<file path="src/rtl/rf_wb_arbiter_pkg.sv">
// ============================================================================
// Module   : rf_wb_arbiter_pkg
// Brief    : Shared widths, write-request struct and requester select type
//            for the register-file writeback arbiter.
// Revision : 1.0 - initial release
// ============================================================================
`default_nettype none

package rf_wb_arbiter_pkg;

    localparam int REG_ADDR_W = 5;
    localparam int REG_DATA_W = 32;
    localparam int NUM_REGS   = 32;

    typedef struct packed {
        logic [REG_ADDR_W-1:0] addr;
        logic [REG_DATA_W-1:0] data;
    } wb_req_t;

    typedef enum logic {
        REQ0 = 1'b0,
        REQ1 = 1'b1
    } req_sel_e;

    function automatic logic [NUM_REGS-1:0] addr_onehot(input logic [REG_ADDR_W-1:0] addr);
        logic [NUM_REGS-1:0] mask;
        mask       = '0;
        mask[addr] = 1'b1;
        return mask;
    endfunction

endpackage

`default_nettype wire

</file>
<file path="src/rtl/rf_wb_fifo.sv">
// ============================================================================
// Module   : rf_wb_fifo
// Brief    : In-order {addr, data} FIFO with wrap-bit pointers and per-entry
//            address/valid visibility for the pending-register mask.
// Revision : 1.0 - initial release
// ============================================================================
`default_nettype none

module rf_wb_fifo
    import rf_wb_arbiter_pkg::*;
#(
    parameter int DEPTH = 2
) (
    input  logic                                  clk_i,
    input  logic                                  rst_i,
    input  logic                                  push,
    input  wb_req_t                               push_entry,
    input  logic                                  pop,
    output wb_req_t                               head,
    output logic                                  full,
    output logic                                  empty,
    output logic [DEPTH-1:0][REG_ADDR_W-1:0]      entry_addr,
    output logic [DEPTH-1:0]                      entry_valid
);

    localparam int                c_ptr_w   = $clog2(DEPTH);
    localparam logic [c_ptr_w:0]  c_ptr_one = {{c_ptr_w{1'b0}}, 1'b1};

    wb_req_t              r_mem [DEPTH];
    logic [c_ptr_w:0]     r_wptr;
    logic [c_ptr_w:0]     r_rptr;
    logic [c_ptr_w:0]     w_count;
    logic                 w_push_ok;
    logic                 w_pop_ok;

    assign empty     = (r_wptr == r_rptr);
    assign full      = (r_wptr[c_ptr_w] != r_rptr[c_ptr_w]) &&
                       (r_wptr[c_ptr_w-1:0] == r_rptr[c_ptr_w-1:0]);
    assign w_push_ok = push && !full;
    assign w_pop_ok  = pop && !empty;
    assign w_count   = r_wptr - r_rptr;
    assign head      = r_mem[r_rptr[c_ptr_w-1:0]];

    // Storage carries no reset; only the pointers define what is live.
    always_ff @(posedge clk_i) begin
        if (w_push_ok) begin
            r_mem[r_wptr[c_ptr_w-1:0]] <= push_entry;
        end
    end

    always_ff @(posedge clk_i or negedge rst_i) begin
        if (!rst_i) begin
            r_wptr <= '0;
            r_rptr <= '0;
        end else begin
            if (w_push_ok) begin
                r_wptr <= r_wptr + c_ptr_one;
            end
            if (w_pop_ok) begin
                r_rptr <= r_rptr + c_ptr_one;
            end
        end
    end

    // A slot is live when its distance from the read pointer is below the fill count.
    for (genvar gi = 0; gi < DEPTH; gi++) begin : g_entry
        logic [c_ptr_w-1:0] w_offset;
        assign w_offset        = c_ptr_w'(gi) - r_rptr[c_ptr_w-1:0];
        assign entry_valid[gi] = ({1'b0, w_offset} < w_count);
        assign entry_addr[gi]  = r_mem[gi].addr;
    end

endmodule

`default_nettype wire

</file>
<file path="src/rtl/rf_wb_arbiter.sv">
// ============================================================================
// Module   : rf_wb_arbiter
// Brief    : Two-requester round-robin register-file writeback arbiter with
//            per-requester FIFOs, registered write port and pending mask.
// Revision : 1.0 - initial release
// ============================================================================
`default_nettype none

module rf_wb_arbiter
    import rf_wb_arbiter_pkg::*;
#(
    parameter int FIFO_DEPTH = 2
) (
    input  logic                   clk_i,
    input  logic                   rst_i,
    input  logic                   req0_valid_i,
    input  logic [REG_ADDR_W-1:0]  req0_addr_i,
    input  logic [REG_DATA_W-1:0]  req0_data_i,
    output logic                   req0_ready_o,
    input  logic                   req1_valid_i,
    input  logic [REG_ADDR_W-1:0]  req1_addr_i,
    input  logic [REG_DATA_W-1:0]  req1_data_i,
    output logic                   req1_ready_o,
    output logic                   RegWrite_o,
    output logic [REG_ADDR_W-1:0]  RDaddr_o,
    output logic [REG_DATA_W-1:0]  RDdata_o,
    output logic [NUM_REGS-1:0]    pending_o
);

    wb_req_t                                w_head0;
    wb_req_t                                w_head1;
    wb_req_t                                w_head;
    logic                                   w_full0;
    logic                                   w_full1;
    logic                                   w_empty0;
    logic                                   w_empty1;
    logic                                   w_pop0;
    logic                                   w_pop1;
    logic                                   w_grant;
    req_sel_e                               w_sel;
    logic [FIFO_DEPTH-1:0][REG_ADDR_W-1:0]  w_addr0;
    logic [FIFO_DEPTH-1:0][REG_ADDR_W-1:0]  w_addr1;
    logic [FIFO_DEPTH-1:0]                  w_valid0;
    logic [FIFO_DEPTH-1:0]                  w_valid1;
    logic [NUM_REGS-1:0]                    w_pending;

    req_sel_e                               r_prio;
    logic                                   r_regwrite;
    logic [REG_ADDR_W-1:0]                  r_rdaddr;
    logic [REG_DATA_W-1:0]                  r_rddata;

    rf_wb_fifo #(.DEPTH(FIFO_DEPTH)) u_fifo0 (
        .clk_i       (clk_i),
        .rst_i       (rst_i),
        .push        (req0_valid_i),
        .push_entry  ('{addr: req0_addr_i, data: req0_data_i}),
        .pop         (w_pop0),
        .head        (w_head0),
        .full        (w_full0),
        .empty       (w_empty0),
        .entry_addr  (w_addr0),
        .entry_valid (w_valid0)
    );

    rf_wb_fifo #(.DEPTH(FIFO_DEPTH)) u_fifo1 (
        .clk_i       (clk_i),
        .rst_i       (rst_i),
        .push        (req1_valid_i),
        .push_entry  ('{addr: req1_addr_i, data: req1_data_i}),
        .pop         (w_pop1),
        .head        (w_head1),
        .full        (w_full1),
        .empty       (w_empty1),
        .entry_addr  (w_addr1),
        .entry_valid (w_valid1)
    );

    assign req0_ready_o = !w_full0;
    assign req1_ready_o = !w_full1;

    always_comb begin
        w_grant = !w_empty0 || !w_empty1;
        w_sel   = REQ0;
        if (!w_empty0 && !w_empty1) begin
            w_sel = r_prio;
        end else if (!w_empty1) begin
            w_sel = REQ1;
        end
        w_pop0 = w_grant && (w_sel == REQ0);
        w_pop1 = w_grant && (w_sel == REQ1);
        w_head = (w_sel == REQ1) ? w_head1 : w_head0;
    end

    // Register 0 is hardwired, so its entries drain without a write strobe.
    always_ff @(posedge clk_i or negedge rst_i) begin
        if (!rst_i) begin
            r_prio     <= REQ0;
            r_regwrite <= 1'b0;
            r_rdaddr   <= '0;
            r_rddata   <= '0;
        end else begin
            r_regwrite <= w_grant && (w_head.addr != '0);
            if (w_grant) begin
                r_prio   <= (w_sel == REQ0) ? REQ1 : REQ0;
                r_rdaddr <= w_head.addr;
                r_rddata <= w_head.data;
            end
        end
    end

    always_comb begin
        w_pending = '0;
        for (int i = 0; i < FIFO_DEPTH; i++) begin
            if (w_valid0[i]) begin
                w_pending = w_pending | addr_onehot(w_addr0[i]);
            end
            if (w_valid1[i]) begin
                w_pending = w_pending | addr_onehot(w_addr1[i]);
            end
        end
        if (r_regwrite) begin
            w_pending = w_pending | addr_onehot(r_rdaddr);
        end
        w_pending[0] = 1'b0;
    end

    assign RegWrite_o = r_regwrite;
    assign RDaddr_o   = r_rdaddr;
    assign RDdata_o   = r_rddata;
    assign pending_o  = w_pending;

endmodule

`default_nettype wire

</file>
<file path="config.mk">
export PLATFORM = sky130hd
export DESIGN_NAME = rf_wb_arbiter
export DESIGN_NICKNAME = d
export VERILOG_FILES = /design/src/rtl/rf_wb_arbiter_pkg.sv /design/src/rtl/rf_wb_fifo.sv /design/src/rtl/rf_wb_arbiter.sv
export SDC_FILE = /design/constraint.sdc
export NUM_CORES = 1
export LEC_CHECK = 0
export CORE_MARGIN = 1
export CORE_UTILIZATION = 54
export DETAILED_ROUTE_END_ITERATION = 10
export HOLD_SLACK_MARGIN = 0.03
export PLACE_DENSITY = 0.83
export SYNTH_ARGS = -nofsm -noshare
export SYNTH_HDL_FRONTEND = slang
export SYNTH_SLANG_ARGS = --single-unit
</file>
<file path="constraint.sdc">
create_clock -name clk_i -period 4.02 [get_ports clk_i]
set_clock_uncertainty 0.1 [all_clocks]
set_input_delay 0.603 -clock clk_i [delete_from_list [all_inputs] [get_ports clk_i]]
set_output_delay 0.603 -clock clk_i [all_outputs]
set_load 0.01 [all_outputs]
</file>
Word level (Yosys, flattened, before mapping):

Memory sizes are Yosys's and may differ from the RTL's.
Index checks and enable logic that the tools add are counted.

* output and inout port bits: 72
* register bits: 47
* memory bits (writable): 148
* input port bits: 78
* memories kept: 2

Memory list
* u_fifo0.r_mem: words 2, bits a word 37, read ports 3, clocked after memory_dff 0, write ports 1, line rf_wb_fifo.sv:29 `wb_req_t r_mem [DEPTH];`
* u_fifo1.r_mem: words 2, bits a word 37, read ports 3, clocked after memory_dff 0, write ports 1, line rf_wb_fifo.sv:29

* eq/ne operators: 6
* bitwise operators: 5
* muxes and demuxes: 23
* add/subtract/negate cells: 10
* reduce and logical (&&, ||, !) cells: 21
* magnitude comparators: 14

Operators by type and width (count)
* 32-bit 2-to-1 mux: 5
* 32-bit OR: 4
* 37-bit 2-to-1 mux: 1
* 5-bit by 6-bit < comparator with 1-bit output (second input constant): 5
* 1-bit demux with 5-bit select: 5
* 5-bit by 1-bit greater-or-equal comparator with 1-bit output (second input constant): 5
* 1-bit logical AND: 15
* 1-bit 2-to-1 mux: 12
* 2-bit by 1-bit adder with 2-bit output (second input constant): 4
* 1-bit by 2-bit < comparator with 1-bit output: 4
* 5-bit nonzero test: 1
* 2-bit equality test: 2
* 1-bit zero test: 4
* 1-bit subtractor (first input constant): 4
* 2-bit subtractor: 2
* 1-bit equality test: 2
* 1-bit inequality test: 2
* 1-bit logical OR: 1
* 1-bit inverter: 1

Depth between registers and ports, before layout:

Gate-level depths: netlist of run 1.
An unclocked memory read counts as a cell.

* word-level depth: 14
* depth in mapped cells: 11

Cells and area by module:

Synthesis of run 1 repeated with hierarchy kept, for this count alone.

* cells, all modules: 675
* area, all modules: 9200.1 sq um

By module, submodules not included
* rf_wb_fifo: cells each 156, sequential area each 2322.2 sq um, instances 2, area an instance 3027.9 sq um
* rf_wb_arbiter: cells each 363, sequential area each 975.9 sq um, instances 1, area an instance 3144.3 sq um

Worst setup path after synthesis of run 1:

OpenSTA, ideal clock, no wires.

* path type: reg2reg
* start: register u_fifo0.r_rptr[0]
* end: memory u_fifo0.r_mem[1][0] in the netlist's numbering, enable pin
* cell stages (with the launch flop): 9
* buffers on the path: 3
* slack: 278 ps
* setup time: 434 ps
* data required time: 3486 ps
* data arrival time: 3208 ps
* clock period less this slack: 3742 ps
* path through: dfrtp_1 > buf_2 > buf_4 > buf_2 > inv_1 > ha_1 > nand2b_1 > nand2_1 > nor2_1

* longest elaborated chain between the ends: 6

RTL lines
* from (decl): line rf_wb_fifo.sv:31 `logic [c_ptr_w:0] r_rptr;`
* from (signal assigned): line rf_wb_fifo.sv:60 `r_rptr <= r_rptr + c_ptr_one;`
* 1-bit equality test: line rf_wb_fifo.sv:38 `(r_wptr[c_ptr_w-1:0] == r_rptr[c_ptr_w-1:0]);`
* 1-bit logical AND: line rf_wb_fifo.sv:37 `assign full = (r_wptr[c_ptr_w] != r_rptr[c_ptr_w]) &&`
* 1-bit zero test
* named net req0_ready_o: line rf_wb_arbiter.sv:19 `output logic req0_ready_o,`
* 1-bit logical AND: line rf_wb_fifo.sv:39 `assign w_push_ok = push && !full;`
* 1-bit 2-to-1 mux: line rf_wb_fifo.sv:46 `if (w_push_ok) begin`
* 1-bit 2-to-1 mux (implied by the code): line rf_wb_fifo.sv:47 `r_mem[r_wptr[c_ptr_w-1:0]] <= push_entry;`
* to (decl): line rf_wb_fifo.sv:29

The timed path passes the listed nets, and every way through them passes these cells.

Worst setup path in the final report of run 1:

* start: register u_fifo1.r_wptr[0]
* end: output pending_o[19]

* longest elaborated chain between the ends: 9
* elaborated cells on any way between the ends: 10
* those cells by class: add/sub: 1; order compare: 2; mux: 4; bitwise: 3

RTL lines
* from (decl): line rf_wb_fifo.sv:30 `logic [c_ptr_w:0] r_wptr;`
* from (signal assigned): line rf_wb_fifo.sv:57 `r_wptr <= r_wptr + c_ptr_one;`
* 2-bit subtractor *: line rf_wb_fifo.sv:41 `assign w_count = r_wptr - r_rptr;`
* 1-bit by 2-bit < comparator with 1-bit output: line rf_wb_fifo.sv:69 `assign entry_valid[gi] = ({1'b0, w_offset} < w_count);`
* 32-bit 2-to-1 mux: line rf_wb_arbiter.sv:117 `if (w_valid1[i]) begin`
* 32-bit OR: line rf_wb_arbiter.sv:115 `w_pending = w_pending | addr_onehot(w_addr0[i]);`
* 32-bit 2-to-1 mux: line rf_wb_arbiter.sv:114 `if (w_valid0[i]) begin`
* 32-bit OR: line rf_wb_arbiter.sv:118 `w_pending = w_pending | addr_onehot(w_addr1[i]);`
* 32-bit 2-to-1 mux *: line rf_wb_arbiter.sv:117
* 32-bit OR: line rf_wb_arbiter.sv:122 `w_pending = w_pending | addr_onehot(r_rdaddr);`
* 32-bit 2-to-1 mux *: line rf_wb_arbiter.sv:121 `if (r_regwrite) begin`
* to (decl): line rf_wb_arbiter.sv:27 `output logic [NUM_REGS-1:0] pending_o`

Mark *: on every way between the ends. The rest lies on a longest branch, timed or not.

==> flow_summary.toml, run 1 <==
[placement]
pre_cts_ws_ns = 0.786
io_buffers = 148
dp_hpwl_um = 18600
place_congestion = 0.958
post_dp_cell_area_sq_um = 10700

[timing]
period_share_pct = 93.2
finalCriticalPeriod_ns = 3.75
fin_ws_ns = 0.274
max_freq_ghz = 0.267
finalMaxSlewViolations = 0
rsz0062_at_grt = "no"
final.setup.tns_ns = 0
slew_headroom_pct = 38.2
hold_viol = 0
setup_viol_count_final = 0
tightest_slew_ns = 0.927

[finish]
final_nets = 951
area_delta_synth_final_pct = 25.5
final_cell_mix = "edfxtp_1 (148), clkdlybuf4s50_1 (147), nand2_1 (66), o22ai_1 (50)"
drive_gt1_share_pct = 11.5
layout_commonest_cell = "edfxtp_1"
diodes = 0
final_design_area_no_fill_sq_um = 11400
fillerInstances = 1030

[clock_tree]
cts_tree = "yes"
post_cts_buffers = 0
cts.sinks = 195
cts_root_buf = "clkbuf_16"
clock_path_buffers = 2
cts_made_buffers = 17
clkSlewWorstSetupHoldPaths_ns = 0.09
h-tree-depth = 4
clock_latency_ns = 0.44
ctsResizeCount = 0
cts_hold_buf = 0

[route]
vias = 7118
drt_iter0_markers = 724
first_pass_iters = 5
totalWireLength_um = 27500
post_drt_wl_per_cell_um = 25.1
detail-route-antenna-nets = 0
vias_per_cell = 6.49
drc = 0

[critical_path]
ff2ff_setup_slack_ns = 1.41
r2r_start = "u_fifo0.r_rptr[0]"
reg2reg_to = "RDdata_o[16]"
cp-end-kind = "output port"
required_ns = 3.32
critPathMaxFanout = 4
crit_start = "u_fifo1.r_wptr[0]"
start_kind = "flop"
r2r_cells = 7
critPathKind = "reg -> out"
cp.arrival_ns = 3.04
slowest_stage = "o21ai_0"
crit_chain = "inv_1 -> ha_1 -> inv_1 -> ha_1 -> o21ai_0 -> nor2_1 -> a22oi_1 -> nand3_1 -> clkdlybuf4s50_1"
cpLargestDelayFamily = "compound AO/OA/AOI/OAI gates"
crit_buf_inv = 3
cpPeakStageDelay_ns = 0.51

[synthesis]
syn_area_sq_um = 9040
synth_cell_types = 44
ys_ff_latch = 195
synth.area.top_cells = "edfxtp_1 (49%), dfrtp_1 (13%), mux2_2 (4.5%), mux2i_1 (4.1%), o22ai_1 (3.5%)"
seq_area_frac_synth_pct = 62.2
synth_top_area_share_pct = 49.2
synth_top_cell_by_area = "edfxtp_1"
syn_avg_cell_area_sq_um = 12.3
synth_nets = 819
yosysWarnings = 0
synthCells = 735

[global_route]
grt-ovfl-total = 0
grt_first_pass_wirelength_um = 41900
grt_pass1_vias = 7319
grt_max_degree = 41
antenna_found_initial = 0
grt_usage_pct = 32.5

[die]
start_util_pct = 56.1
die_w_um = 131
die-area_sq_um = 17300
io_pins = 150
coreArea_sq_um = 16100
dieHeight_um = 131
rows = 46

[power_and_ir_drop]
vdd_drop_max_mv = 0.624
p_per_area_nw_per_um2 = 944
leakage_uw = 0.00403

[job]
cap_violations = 0

[run_status]
status = "finished, final reports clean"

[worst_hold_path]
min_path_type = "in -> async"
power breakdown:
group          internal [uW]  total, uW  switching, uW
Sequential              3020       3550            532
Combinational           2060       5310           3250
Clock                    898       1850            955
Total                   5980      10700           4740
routing by layer:
metal  routed length (um)  vias to the layer above  global-route usage (%)
li1                     -                     3075                       -
met4                  780                        0                    13.9
met3                 2180                       58                    6.79
met5                    0                        -                       0
met1                10800                     3514                    42.2
met2                13600                      471                    53.2
worst max-delay path by stage:
| stage | endpoint | slack (ns) | cells past startpoint |
|---|---|---|---|
| final | pending_o[19] | 0.27 | 9 |
| after global routing | pending_o[19] | 0.05 | 9 |
| after CTS | pending_o[19] | 0.27 | 9 |
| after detailed placement | pending_o[19] | 0.79 | 9 |
| after global placement | pending_o[9] | 0.79 | 9 |
| after floorplan | u_fifo0.r_mem[1][0] | 0.28 | 8 |
synthesized netlist by cell type (all sizes together):
cell type and n:
a211oi 1, a21oi 40, a22o 1, a22oi 30
and2 7, and3 1, and3b 4, buf 21
clkbuf 27, conb 1, dfrtp 47, edfxtp 148
ha 6, inv 7, mux2 36, mux2i 37
nand2 67, nand2b 5, nand3 22, nand3b 18
nor2 50, nor3 12, nor3b 17, nor4 1
o211ai 1, o21ai 43, o221ai 16, o22ai 50
o32ai 2, or2 2, or3 3, or3b 2
xnor2 8, xor2 2
layout make-up:
type	instances	area [sq um]	share of cell area, %
multi-input cells	485	3190	28.1
well taps	216	270	2.38
flip-flops and latches	195	5620	49.5
repair buffers	161	1570	13.9
clock inverters	15	238	2.09
inverters	7	26.3	0.231
clock buffers	17	425	3.75
registers in the layout, summed over array words and instances, names as in the netlist:
signal          cells
u_fifo0.r_mem      74
r_prio              1
u_fifo0.r_rptr      2
RDaddr_o            5
u_fifo1.r_rptr      2
RegWrite_o          1
RDdata_o           32
u_fifo1.r_mem      74
u_fifo0.r_wptr      2
u_fifo1.r_wptr      2
metrics by stage:
stage | total power (uW) | utilization [%] | hold slack (ns) | std cells
finish | 10700 | 70.4 | 0.160 | 1096
global route | 11200 | 70.4 | 0.207 | 1096
CTS | 10600 | 70.4 | 0.179 | 1096
detailed placement | 8650 | 66.3 | 0.419 | 1064
global placement | 8420 | 66.3 | 0.409 | 1064
floorplan | 6700 | - | 0.207 | 735
cells by family after synthesis:
family | share of synthesized area (%)
DFF | 62.2
buffers and inverters | 2.88
muxes | 8.58
other | 0.0415
and+or+nand+nor | 11.6
adders and majority gates | 0.830
xor gates and xnor gates | 1.13
AOI/OAI and AO/OA | 12.8
No activity file was read; power rests on OpenSTA's default activity.
==> run 2, diff against run 1 <==
--- a/config.mk
+++ b/config.mk
@@ -10,6 +10,7 @@
 export DETAILED_ROUTE_END_ITERATION = 10
 export HOLD_SLACK_MARGIN = 0.03
 export PLACE_DENSITY = 0.83
+export REMOVE_ABC_BUFFERS = 1
 export SYNTH_ARGS = -nofsm -noshare
 export SYNTH_HDL_FRONTEND = slang
 export SYNTH_SLANG_ARGS = --single-unit
==> constraint.sdc (replaced) <==
create_clock -name clk_i -period 4.02 [get_ports clk_i]
set_clock_uncertainty 0.1 [all_clocks]
set_input_delay 0.603 -clock clk_i [delete_from_list [all_inputs] [get_ports clk_i]]
set_output_delay 0.603 -clock clk_i [all_outputs]
set_load 0.05 [all_outputs]
==> run 2 against run 1 <==
  * Via count down 4.3%
  * First-iteration DRC count decreased by 19%
  * Fmax is 3.2% lower
  * Worst setup slack got worse by 0.13 ns
  * Critical endpoint is now pending_o[20]
  * Non-clock buffer count down 1
  * Final cell count barely moved
==> flow_summary.toml, run 2 (synthesis results as in run 1) <==
[timing]
rsz0062_at_grt = "no"
setup_viol_count_final = 0
finalCriticalPeriod_ns = 3.87
fin_ws_ns = 0.149
tightest_slew_ns = 0.923
slew_headroom_pct = 38.3
period_share_pct = 96.3
finalMaxSlewViolations = 0
max_freq_ghz = 0.258
hold_viol = 0

[run_status]
status = "finished, final reports clean"

[placement]
pre_cts_ws_ns = 0.613
io_buffers = 148
dp_hpwl_um = 16600
place_congestion = 0.980

[route]
first_pass_iters = 5
totalWireLength_um = 24400
drt_iter0_markers = 589
detail-route-antenna-nets = 0
vias = 6815
post_drt_wl_per_cell_um = 22.3
drc = 0
vias_per_cell = 6.22

[global_route]
antenna_found_initial = 0
grt-ovfl-total = 0
grt_max_degree = 51
grt_usage_pct = 28.8
grt_first_pass_wirelength_um = 38300
grt_pass1_vias = 6958

[job]
cap_violations = 0

[clock_tree]
post_cts_buffers = 0
cts.sinks = 195
h-tree-depth = 4
cts_tree = "yes"
clock_latency_ns = 0.43
cts_made_buffers = 17
clock_path_buffers = 2
clkSlewWorstSetupHoldPaths_ns = 0.07
cts_root_buf = "clkbuf_16"

[finish]
final_nets = 950
final_cell_mix = "edfxtp_1 (148), clkdlybuf4s50_1 (145), nand2_1 (66), o22ai_1 (50), nor2_1 (45)"
layout_commonest_cell = "edfxtp_1"
fillerInstances = 1088
area_delta_synth_final_pct = 24.2
drive_gt1_share_pct = 11.6
diodes = 0

[critical_path]
cpPeakStageDelay_ns = 0.87
reg2reg_to = "RDdata_o[8]"
cp.arrival_ns = 3.17
crit_chain = "inv_1 -> ha_1 -> inv_1 -> ha_1 -> nor2_1 -> or3_1 -> o221ai_1 -> clkdlybuf4s50_1"
r2r_cells = 7
cp-end-kind = "output port"
critPathKind = "reg -> out"
crit_buf_inv = 3
start_kind = "flop"
critPathMaxFanout = 5
ff2ff_setup_slack_ns = 1.43
slowest_stage = "clkdlybuf4s50_1"
crit_start = "u_fifo0.r_wptr[0]"
required_ns = 3.32
cpLargestDelayFamily = "buffers and inverters"
r2r_start = "u_fifo0.r_rptr[0]"

[worst_hold_path]
min_path_type = "in -> async"

[die]
coreArea_sq_um = 16100
dieHeight_um = 131
rows = 46
start_util_pct = 56.1
io_pins = 150
die-area_sq_um = 17300
die_w_um = 131
==> run 2: repair_timing <==
action,CTS,global route
hold buffers,0,0
resized for setup,0,1
endpoints found under the setup margin,0,1
==> run 2: per-stage QoR <==
| stage | hold slack, ns | TNS [ns] | std cells | utilization [%] | area, sq um |
|---|---|---|---|---|---|
| final | 0.0899 | 0 | 1095 | 69.7 | 11200 |
| after detailed placement | 0.414 | 0 | 1063 | 66.3 | 10700 |
| after CTS | 0.105 | 0 | 1095 | 69.7 | 11200 |
| after floorplan | 0.207 | -84.85 | 687 | - | 8810 |
| after global routing | 0.127 | 0 | 1095 | 69.7 | 11200 |
| after global placement | 0.409 | 0 | 1063 | 66.3 | 10700 |
==> run 2: cell type report <==
class	count	area, sq um	area share (%)
Multi-Input combinational cell	485	3190	28.4
Timing Repair Buffer	160	1570	14.0
Clock inverter	15	121	1.08
Inverter	7	26.3	0.234
Clock buffer	17	425	3.79
Tap cell	216	270	2.41
Sequential cell	195	5620	50.1
==> run 2: worst max-delay path by stage <==
stage                           to  slack, ns  cells after the start
5_1_grt              pending_o[11]       0.02                      9
2_1_floorplan  u_fifo0.r_mem[1][0]      -0.78                      5
3_3_place_gp         pending_o[25]       0.67                      9
4_1_cts              pending_o[25]       0.16                      9
3_5_place_dp         pending_o[25]       0.61                      9
6_report             pending_o[20]       0.15                      8
==> run 2: per-layer routing <==
metal  track usage (%)  vias up  part of all wire, %
li1                  -     3063                    -
met1              36.1     3354                   40
met2              49.9      356                   51
met3              5.29       42                  6.6
met4              10.6        0                  2.3
met5                 0        -                    0
Power of run 2 is left out: the tool's default activity adds up to more than one toggle a clock period on the data nets, which glitch-free logic cannot reach.
